--- config.mk ---
export PLATFORM = sky130hd
export DESIGN_NAME = objdma_ctrl
export DESIGN_NICKNAME = d
export VERILOG_FILES = /design/src/rtl/objdma_pkg.sv /design/src/rtl/objdma_rdpipe.sv /design/src/rtl/objdma_ctrl.sv
export SDC_FILE = /design/constraint.sdc
export NUM_CORES = 1
export LEC_CHECK = 0
export CAP_MARGIN = 20
export CORE_MARGIN = 4
export CORE_UTILIZATION = 42
export DETAILED_ROUTE_END_ITERATION = 7
export PLACE_DENSITY = 0.83
export SYNTH_ARGS = -nofsm -noshare
export SYNTH_HDL_FRONTEND = slang
export SYNTH_SLANG_ARGS = --single-unit
--- constraint.sdc ---
create_clock -name i_EMU_MCLK -period 2.25 [get_ports i_EMU_MCLK]
set_input_delay 0.3375 -clock i_EMU_MCLK [delete_from_list [all_inputs] [get_ports i_EMU_MCLK]]
set_output_delay 0.3375 -clock i_EMU_MCLK [all_outputs]
set_load 0.01 [all_outputs]
--- src/rtl/objdma_pkg.sv ---
// ---------------------------------------------------------------------------
// objdma_pkg
//   Definitions shared by the object DMA sequencer and its read pipeline:
//   the FSM state encoding, the default DMA window bounds, and the window
//   compare helper.
// ---------------------------------------------------------------------------
package objdma_pkg;

    // Default vertical DMA window. Both bounds are inclusive.
    localparam int DMA_VSTART_DEF = 479;
    localparam int DMA_VEND_DEF   = 494;

    // Sequencer state encoding
    typedef logic [2:0] state_t;
    localparam state_t ST_IDLE = 3'd0;  // waiting for window && pending
    localparam state_t ST_REQ  = 3'd1;  // BUSRQ raised, waiting for BUSAK
    localparam state_t ST_COPY = 3'd2;  // bus owned, streaming words
    localparam state_t ST_REL  = 3'd3;  // dropping BUSRQ/BUSY
    localparam state_t ST_WAIT = 3'd4;  // hold off until the window closes

    // True when the vertical count lies inside [lo, hi].
    function automatic logic in_win(input logic [8:0] v, input int lo, input int hi);
        int vi;
        vi = int'({23'd0, v});
        return (vi >= lo) && (vi <= hi);
    endfunction

endpackage

--- src/rtl/objdma_rdpipe.sv ---
// ---------------------------------------------------------------------------
// objdma_rdpipe
//   Tracks source reads that are in flight. Each CE tick the read strobe and
//   its word address enter stage 0 and move one stage further; the last
//   stage lines up with the source data, LAT ticks after the read.
//   A flush drops every in-flight valid so aborted reads never turn into
//   destination writes.
// Ports
//   clk_i    master clock
//   rst_i    synchronous reset, active-high
//   ce_i     clock enable; the pipe only shifts on CE
//   flush_i  discard all in-flight reads (sampled on CE)
//   vld_i    read issued this tick
//   addr_i   word address of that read
//   vld_o    data for a read returns this tick
//   addr_o   word address belonging to the returning data
// ---------------------------------------------------------------------------
module objdma_rdpipe #(
    parameter int LAT = 1,
    parameter int AW  = 10
) (
    input  logic          clk_i,
    input  logic          rst_i,
    input  logic          ce_i,
    input  logic          flush_i,
    input  logic          vld_i,
    input  logic [AW-1:0] addr_i,
    output logic          vld_o,
    output logic [AW-1:0] addr_o
);

    logic [LAT-1:0]         vld_pipe_q;
    logic [LAT-1:0][AW-1:0] addr_pipe_q;

    always_ff @(posedge clk_i) begin
        if (rst_i) begin
            vld_pipe_q  <= '0;
            addr_pipe_q <= '0;
        end else if (ce_i) begin
            vld_pipe_q[0]  <= vld_i & ~flush_i;
            addr_pipe_q[0] <= addr_i;
            for (int k = 1; k < LAT; k++) begin
                vld_pipe_q[k]  <= vld_pipe_q[k-1] & ~flush_i;
                addr_pipe_q[k] <= addr_pipe_q[k-1];
            end
        end
    end

    assign vld_o  = vld_pipe_q[LAT-1];
    assign addr_o = addr_pipe_q[LAT-1];

endmodule

--- src/rtl/objdma_ctrl.sv ---
// ---------------------------------------------------------------------------
// objdma_ctrl
//   Once-per-frame object DMA. When armed by the CPU it requests the CPU bus
//   inside the vertical DMA window, copies WORDS words from the CPU-side
//   object buffer into the sprite engine's object RAM, and releases the bus.
//   If the window closes before the copy finishes the transfer is abandoned,
//   OVERRUN is flagged and the copy is retried from word 0 next frame.
// Ports
//   i_EMU_MCLK         master clock
//   i_MRST             synchronous reset, active-high
//   i_EMU_CLK6MPCEN_n  pixel clock enable, active-low; all state moves on CE
//   i_VCOUNTER         vertical count from the timing generator
//   i_DMA_ARM          CPU request for a DMA in the next window
//   o_BUSRQ / i_BUSAK  CPU bus request / acknowledge
//   o_SRC_ADDR/_RD     object buffer read port
//   i_SRC_DATA         object buffer data, RD_LAT ticks after the read
//   o_DST_ADDR/_DATA/_WE  object RAM write port
//   o_BUSY             bus held (request through release)
//   o_DONE             one-tick pulse after the last word is written
//   o_OVERRUN          sticky abort flag, cleared by the next arm
// ---------------------------------------------------------------------------
module objdma_ctrl
    import objdma_pkg::*;
#(
    parameter int ADDR_W     = 10,
    parameter int DATA_W     = 16,
    parameter int WORDS      = 1024,
    parameter int DMA_VSTART = DMA_VSTART_DEF,
    parameter int DMA_VEND   = DMA_VEND_DEF,
    parameter int RD_LAT     = 1
) (
    input  logic              i_EMU_MCLK,
    input  logic              i_MRST,
    input  logic              i_EMU_CLK6MPCEN_n,
    input  logic [8:0]        i_VCOUNTER,
    input  logic              i_DMA_ARM,
    output logic              o_BUSRQ,
    input  logic              i_BUSAK,
    output logic [ADDR_W-1:0] o_SRC_ADDR,
    output logic              o_SRC_RD,
    input  logic [DATA_W-1:0] i_SRC_DATA,
    output logic [ADDR_W-1:0] o_DST_ADDR,
    output logic [DATA_W-1:0] o_DST_DATA,
    output logic              o_DST_WE,
    output logic              o_BUSY,
    output logic              o_DONE,
    output logic              o_OVERRUN
);

    // Counters carry one extra bit so WORDS == 2**ADDR_W is representable.
    localparam logic [ADDR_W:0] WORDS_C = (ADDR_W+1)'(WORDS);
    localparam logic [ADDR_W:0] LAST_C  = (ADDR_W+1)'(WORDS - 1);
    localparam logic [ADDR_W:0] ONE_C   = (ADDR_W+1)'(1);

    logic ce;
    logic win;

    state_t          state_q,   state_d;
    logic            pending_q, pending_d;
    logic            busrq_q,   busrq_d;
    logic            overrun_q, overrun_d;
    logic            done_q,    done_d;
    logic [ADDR_W:0] rd_addr_q, rd_addr_d;
    logic [ADDR_W:0] wr_cnt_q,  wr_cnt_d;

    logic              rd_fire;
    logic              wr_fire;
    logic              abort;
    logic              pipe_vld;
    logic [ADDR_W-1:0] pipe_addr;

    assign ce  = ~i_EMU_CLK6MPCEN_n;
    assign win = in_win(i_VCOUNTER, DMA_VSTART, DMA_VEND);

    // Copy-phase events. A closed window overrides everything in COPY:
    // no new read and no write of returning data on the abort tick.
    assign abort   = (state_q == ST_COPY) && !win;
    assign rd_fire = (state_q == ST_COPY) && win && i_BUSAK && (rd_addr_q < WORDS_C);
    assign wr_fire = (state_q == ST_COPY) && win && pipe_vld;

    objdma_rdpipe #(
        .LAT (RD_LAT),
        .AW  (ADDR_W)
    ) u_rdpipe (
        .clk_i   (i_EMU_MCLK),
        .rst_i   (i_MRST),
        .ce_i    (ce),
        .flush_i (abort),
        .vld_i   (rd_fire),
        .addr_i  (rd_addr_q[ADDR_W-1:0]),
        .vld_o   (pipe_vld),
        .addr_o  (pipe_addr)
    );

    always_comb begin
        state_d   = state_q;
        pending_d = pending_q | i_DMA_ARM;
        busrq_d   = busrq_q;
        overrun_d = overrun_q & ~i_DMA_ARM;
        done_d    = 1'b0;
        rd_addr_d = rd_addr_q;
        wr_cnt_d  = wr_cnt_q;

        case (state_q)
            ST_IDLE: begin
                // An arm landing on the window's first tick still counts.
                if (win && (pending_q || i_DMA_ARM)) begin
                    state_d = ST_REQ;
                    busrq_d = 1'b1;
                end
            end
            ST_REQ: begin
                if (!win) begin
                    // Bus never granted in time; keep pending for next frame.
                    overrun_d = 1'b1;
                    busrq_d   = 1'b0;
                    state_d   = ST_IDLE;
                end else if (i_BUSAK) begin
                    state_d   = ST_COPY;
                    rd_addr_d = '0;
                    wr_cnt_d  = '0;
                    pending_d = i_DMA_ARM;
                end
            end
            ST_COPY: begin
                if (abort) begin
                    overrun_d = 1'b1;
                    pending_d = 1'b1;
                    state_d   = ST_REL;
                end else begin
                    if (rd_fire)
                        rd_addr_d = rd_addr_q + ONE_C;
                    if (wr_fire) begin
                        wr_cnt_d = wr_cnt_q + ONE_C;
                        if (wr_cnt_q == LAST_C) begin
                            done_d  = 1'b1;
                            state_d = ST_REL;
                        end
                    end
                end
            end
            ST_REL: begin
                busrq_d = 1'b0;
                state_d = ST_WAIT;
            end
            ST_WAIT: begin
                // At most one DMA per window.
                if (!win)
                    state_d = ST_IDLE;
            end
            default: begin
                state_d = ST_IDLE;
                busrq_d = 1'b0;
            end
        endcase
    end

    always_ff @(posedge i_EMU_MCLK) begin
        if (i_MRST) begin
            state_q   <= ST_IDLE;
            pending_q <= 1'b0;
            busrq_q   <= 1'b0;
            overrun_q <= 1'b0;
            done_q    <= 1'b0;
            rd_addr_q <= '0;
            wr_cnt_q  <= '0;
        end else if (ce) begin
            state_q   <= state_d;
            pending_q <= pending_d;
            busrq_q   <= busrq_d;
            overrun_q <= overrun_d;
            done_q    <= done_d;
            rd_addr_q <= rd_addr_d;
            wr_cnt_q  <= wr_cnt_d;
        end
    end

    // Strobes are gated by reset as well so a reset mid-copy kills the
    // write already in its own cycle.
    assign o_SRC_RD   = ce & ~i_MRST & rd_fire;
    assign o_SRC_ADDR = rd_addr_q[ADDR_W-1:0];
    assign o_DST_WE   = ce & ~i_MRST & wr_fire;
    assign o_DST_ADDR = pipe_addr;
    assign o_DST_DATA = o_DST_WE ? i_SRC_DATA : '0;
    assign o_BUSRQ    = busrq_q;
    assign o_BUSY     = busrq_q;
    assign o_DONE     = done_q;
    assign o_OVERRUN  = overrun_q;

endmodule
==> flow_metrics.py <==
metrics = {
    "power_and_ir_drop": {
        "p_leak_nw": 1.33,
        "powerDensity_nw_per_um2": 428,
        "ir_worst_vdd_v": 0.000243,
    },
    "place": {
        "gp_congestion": 0.882,
        "portBuffers": 71,
        "dp_cells": 426,
        "dpl_cell_area_um2": 3130,
        "hpwl_um": 4420,
    },
    "synthesis": {
        "synth_ff_type": "dfxtp_1",
        "yosysSeqAreaShare_pct": 34.7,
        "synth_top_family_by_area": "simple AND/OR/NAND/NOR gates",
        "yosys-mux-area-fraction_pct": 6.62,
        "synthesis.area_um2": 2300,
        "synth_top_area_share_pct": 34.7,
        "synth_nets": 318,
        "yosys.cell_count.top_type": "dfxtp_1",
        "ys_ff_latch": 40,
        "synth-simple-area-share_pct": 31.3,
        "synth_top_cell_by_area": "dfxtp_1",
        "yosys-top-cells-area": "dfxtp_1 35%, a21oi_1 6.3%, mux2i_1 5.6%, and2_1 5.2%, nor2_1 4.6%",
        "ys.warnings.count": 0,
        "synth_xor_area_share_pct": 0.380,
        "avgSynthCellArea_um2": 8.06,
        "synth-edff-count": 0,
        "synth-compound-area-share_pct": 17.2,
        "synthesis.instances": 286,
        "ys_top_cells_by_count": "40 x dfxtp_1, 29 x a21oi_1, 28 x nor2_1",
        "async_flop_share_pct": 0,
        "ys_types": 47,
        "synth_fa_ha_area_share_pct": 1.09,
    },
    "floorplanning": {
        "dieArea_um2": 6740,
        "rows": 26,
        "io_pins": 72,
        "initial_core_util_pct": 44.3,
        "chipHeight_um": 82.1,
        "die_x_um": 82.1,
        "core-area_um2": 5200,
    },
    "timing": {
        "relSlewSlack_pct": 61.9,
        "hold_violations": 0,
        "post-route-period-util_pct": 98.5,
        "layout_min_cycle_time_ns": 2.22,
        "fmax_ghz": 0.451,
        "rsz0062_at_grt": "yes",
        "finalSetupViolCount": 0,
        "worst_clock_skew_ns": 0.00698,
        "slew_violations": 0,
        "holdWs_ns": 0.474,
        "tns_ns": 0,
        "tightest_slew_ns": 0.570,
    },
    "drt": {
        "final_antenna_net_count": 0,
        "wirelength_um": 6560,
        "first_pass_iters": 4,
        "avgViaCountPerCell": 5.53,
        "vias": 2460,
        "drt_iter0_drc": 157,
        "drcViolationCount": 0,
        "wl_per_cell_um": 14.7,
    },
    "setup_path": {
        "max_stage_delay_ns": 0.31,
        "crit_path_end": "o_DST_DATA[8]",
        "cp.depth": 10,
        "critical_path.cell_chain": "clkdlybuf4s15_1, nand4_1, mux2i_2, nand2_4, nor3_4, buf_2, buf_6, buf_6, and2_4, buf_6",
        "critPathMaxFanout": 3,
        "worstSetupEndpointType": "output pin",
        "crit_top_cell": "buf_6",
        "path_class": "input port to output pin",
        "crit_buf_inv": 5,
        "worstPathArrival_ns": 1.88,
        "rr_endpoint": "rd_addr_q[9]$_SDFFE_PP0P_",
        "critical-path-top-delay-family": "buffers and inverters",
        "critPathLaunchType": "input port",
        "worstPathRequired_ns": 1.91,
        "ff2ff_path_depth": 7,
        "r2r-start": "state_q[0]$_SDFFE_PP0P_",
        "startpoint": "i_VCOUNTER[0]",
        "reg2reg_setup_slack_ns": 0.07,
        "worst_path_max_delay_cell": "mux2i_2",
    },
    "grt": {
        "grt_antenna_before_repair": 0,
        "grt_pass1_vias": 2335,
        "grt_max_degree": 40,
        "globalRouteOverflowTotal": 0,
        "grt.total_usage_pct": 20.1,
        "grt_pass1_wl_um": 10600,
    },
    "cells_and_area": {
        "nNetsFinal": 406,
        "final_cells": 445,
        "drive_gt1_share_pct": 21.1,
        "final_cell_area_um2": 3390,
        "num_antenna_cells": 0,
        "syn2layout_area_growth_pct": 47.1,
    },
    "run": {
        "drv_cap": 0,
    },
    "clock_network": {
        "htreeDepth": 2,
        "cts_sinks": 40,
        "clk_pin_slew_worst_paths_ns": 0.08,
        "cts_buffer_depth": 2,
        "root_buffer": "clkbuf_8",
        "cts_buffers": 5,
        "tritoncts": "done",
        "worstSkewPairLatency_ns": 0.30,
    },
    "worst_hold_path": {
        "min_path_type": "register to register",
    },
    "run_status": {
        "status": "finished clean",
    },
}
==> through the flow <==
stage | worst slack, ns | power [mW] | util, %
5_1_grt | -0.0857 | 1.49 | 65.1
2_1_floorplan | 0.00446 | 0.775 | -
3_3_place_gp | -0.433 | 0.847 | 60.1
4_1_cts | 0.00353 | 1.46 | 63.6
6_report | 0.0329 | 1.45 | 65.1
3_5_place_dp | -0.502 | 0.849 | 60.1
==> logic make-up (layout without fill, tap and decap cells) <==
| kind of cell | after synthesis | after routing |
|---|---|---|
| AO/OA/AOI/OAI | 64 | 64 |
| XOR/XNOR | 1 | 1 |
| multiplexers | 15 | 15 |
| AND/OR/NAND/NOR | 130 | 130 |
| flip-flops | 40 | 40 |
| adder cells (fa/ha/maj) | 2 | 2 |
| buffers and inverters | 34 | 123 |
==> cells in the final DEF (no fill, tap or decap), types with 5 or more instances in the layout <==
cell type        count
a21oi_1             27
and2_1              17
buf_4               32
buf_6                8
clkbuf_8             5
clkdlybuf4s15_1      7
clkdlybuf4s50_1     44
dfxtp_1             37
dlygate4sd2_1        7
inv_1                6
mux2i_1             12
nand2_1             13
nand3_1             15
nand4_1              6
nor2_1              28
o21ai_0             18
or3_1               11
or4_1                7
==> worst register-to-register path, stage by stage (launching register included) <==
cell and delay (ns):
dfxtp_2 0.36, buf_4 0.16, or2b_4 0.30, a2111oi_4 0.44
buf_4 0.19, nand4_1 0.12, or3_1 0.38, a21oi_1 0.16
==> layer usage <==
metal | up-vias | part of all wire, % | track usage (%)
met1 | 1148 | 40 | 22.5
met3 | 9 | 8.7 | 6.47
met5 | - | 0 | 0
met4 | 0 | 1.4 | 7.31
li1 | 1194 | - | -
met2 | 109 | 50 | 35.3
==> worst min-delay path by stage <==
| stage | start | cells after the start | slack (ns) | endpoint |
|---|---|---|---|---|
| after floorplan | rd_addr_q[10]$_SDFFE_PP0P_ | 2 | 0.45 | rd_addr_q[10]$_SDFFE_PP0P_ |
| after global placement | o_DONE$_SDFFE_PP0N_ | 2 | 0.45 | o_DONE$_SDFFE_PP0N_ |
| after detailed placement | o_DONE$_SDFFE_PP0N_ | 2 | 0.46 | o_DONE$_SDFFE_PP0N_ |
| after CTS | o_DONE$_SDFFE_PP0N_ | 2 | 0.48 | o_DONE$_SDFFE_PP0N_ |
| after global routing | wr_cnt_q[10]$_SDFFE_PP0P_ | 2 | 0.51 | wr_cnt_q[10]$_SDFFE_PP0P_ |
| final | o_DONE$_SDFFE_PP0N_ | 2 | 0.47 | o_DONE$_SDFFE_PP0N_ |
==> area by class of cell <==
| type | count | area, µm² |
|---|---|---|
| clock buffer | 5 | 68.8 |
| clock inverter | 3 | 47.5 |
| fill | 416 | 1810 |
| inverter | 6 | 22.5 |
| multi-input combinational | 212 | 1370 |
| sequential | 40 | 805 |
| tap | 70 | 87.6 |
| timing repair buffer | 109 | 986 |
==> state kept, by name, summed over array words and instances, names as in the netlist <==
signal           cells
pending_q            1
rd_addr_q           11
o_OVERRUN            1
state_q              3
wr_cnt_q            11
o_BUSRQ              1
o_DONE               1
u_rdpipe.vld_o       1
u_rdpipe.addr_o     10
==> what timing repair did <==
item | in CTS | in global routing
hold buffers | 0 | 0
pin swaps | 5 | 7
resized for setup | 57 | 34
setup buffers | 5 | 4
cloned | 2 | 0
setup endpoints to repair | 18 | 24
endpoints found under the hold margin | 0 | 0
==> report_power, final <==
part / internal, mW / leakage [nW] / switching, mW
clock: 0.334 / 0.0583 / 0.278
combinational: 0.0704 / 0.946 / 0.0563
sequential: 0.709 / 0.324 / 0.00188
total: 1.11 / 1.33 / 0.336
(Power assumes the default switching activity.)
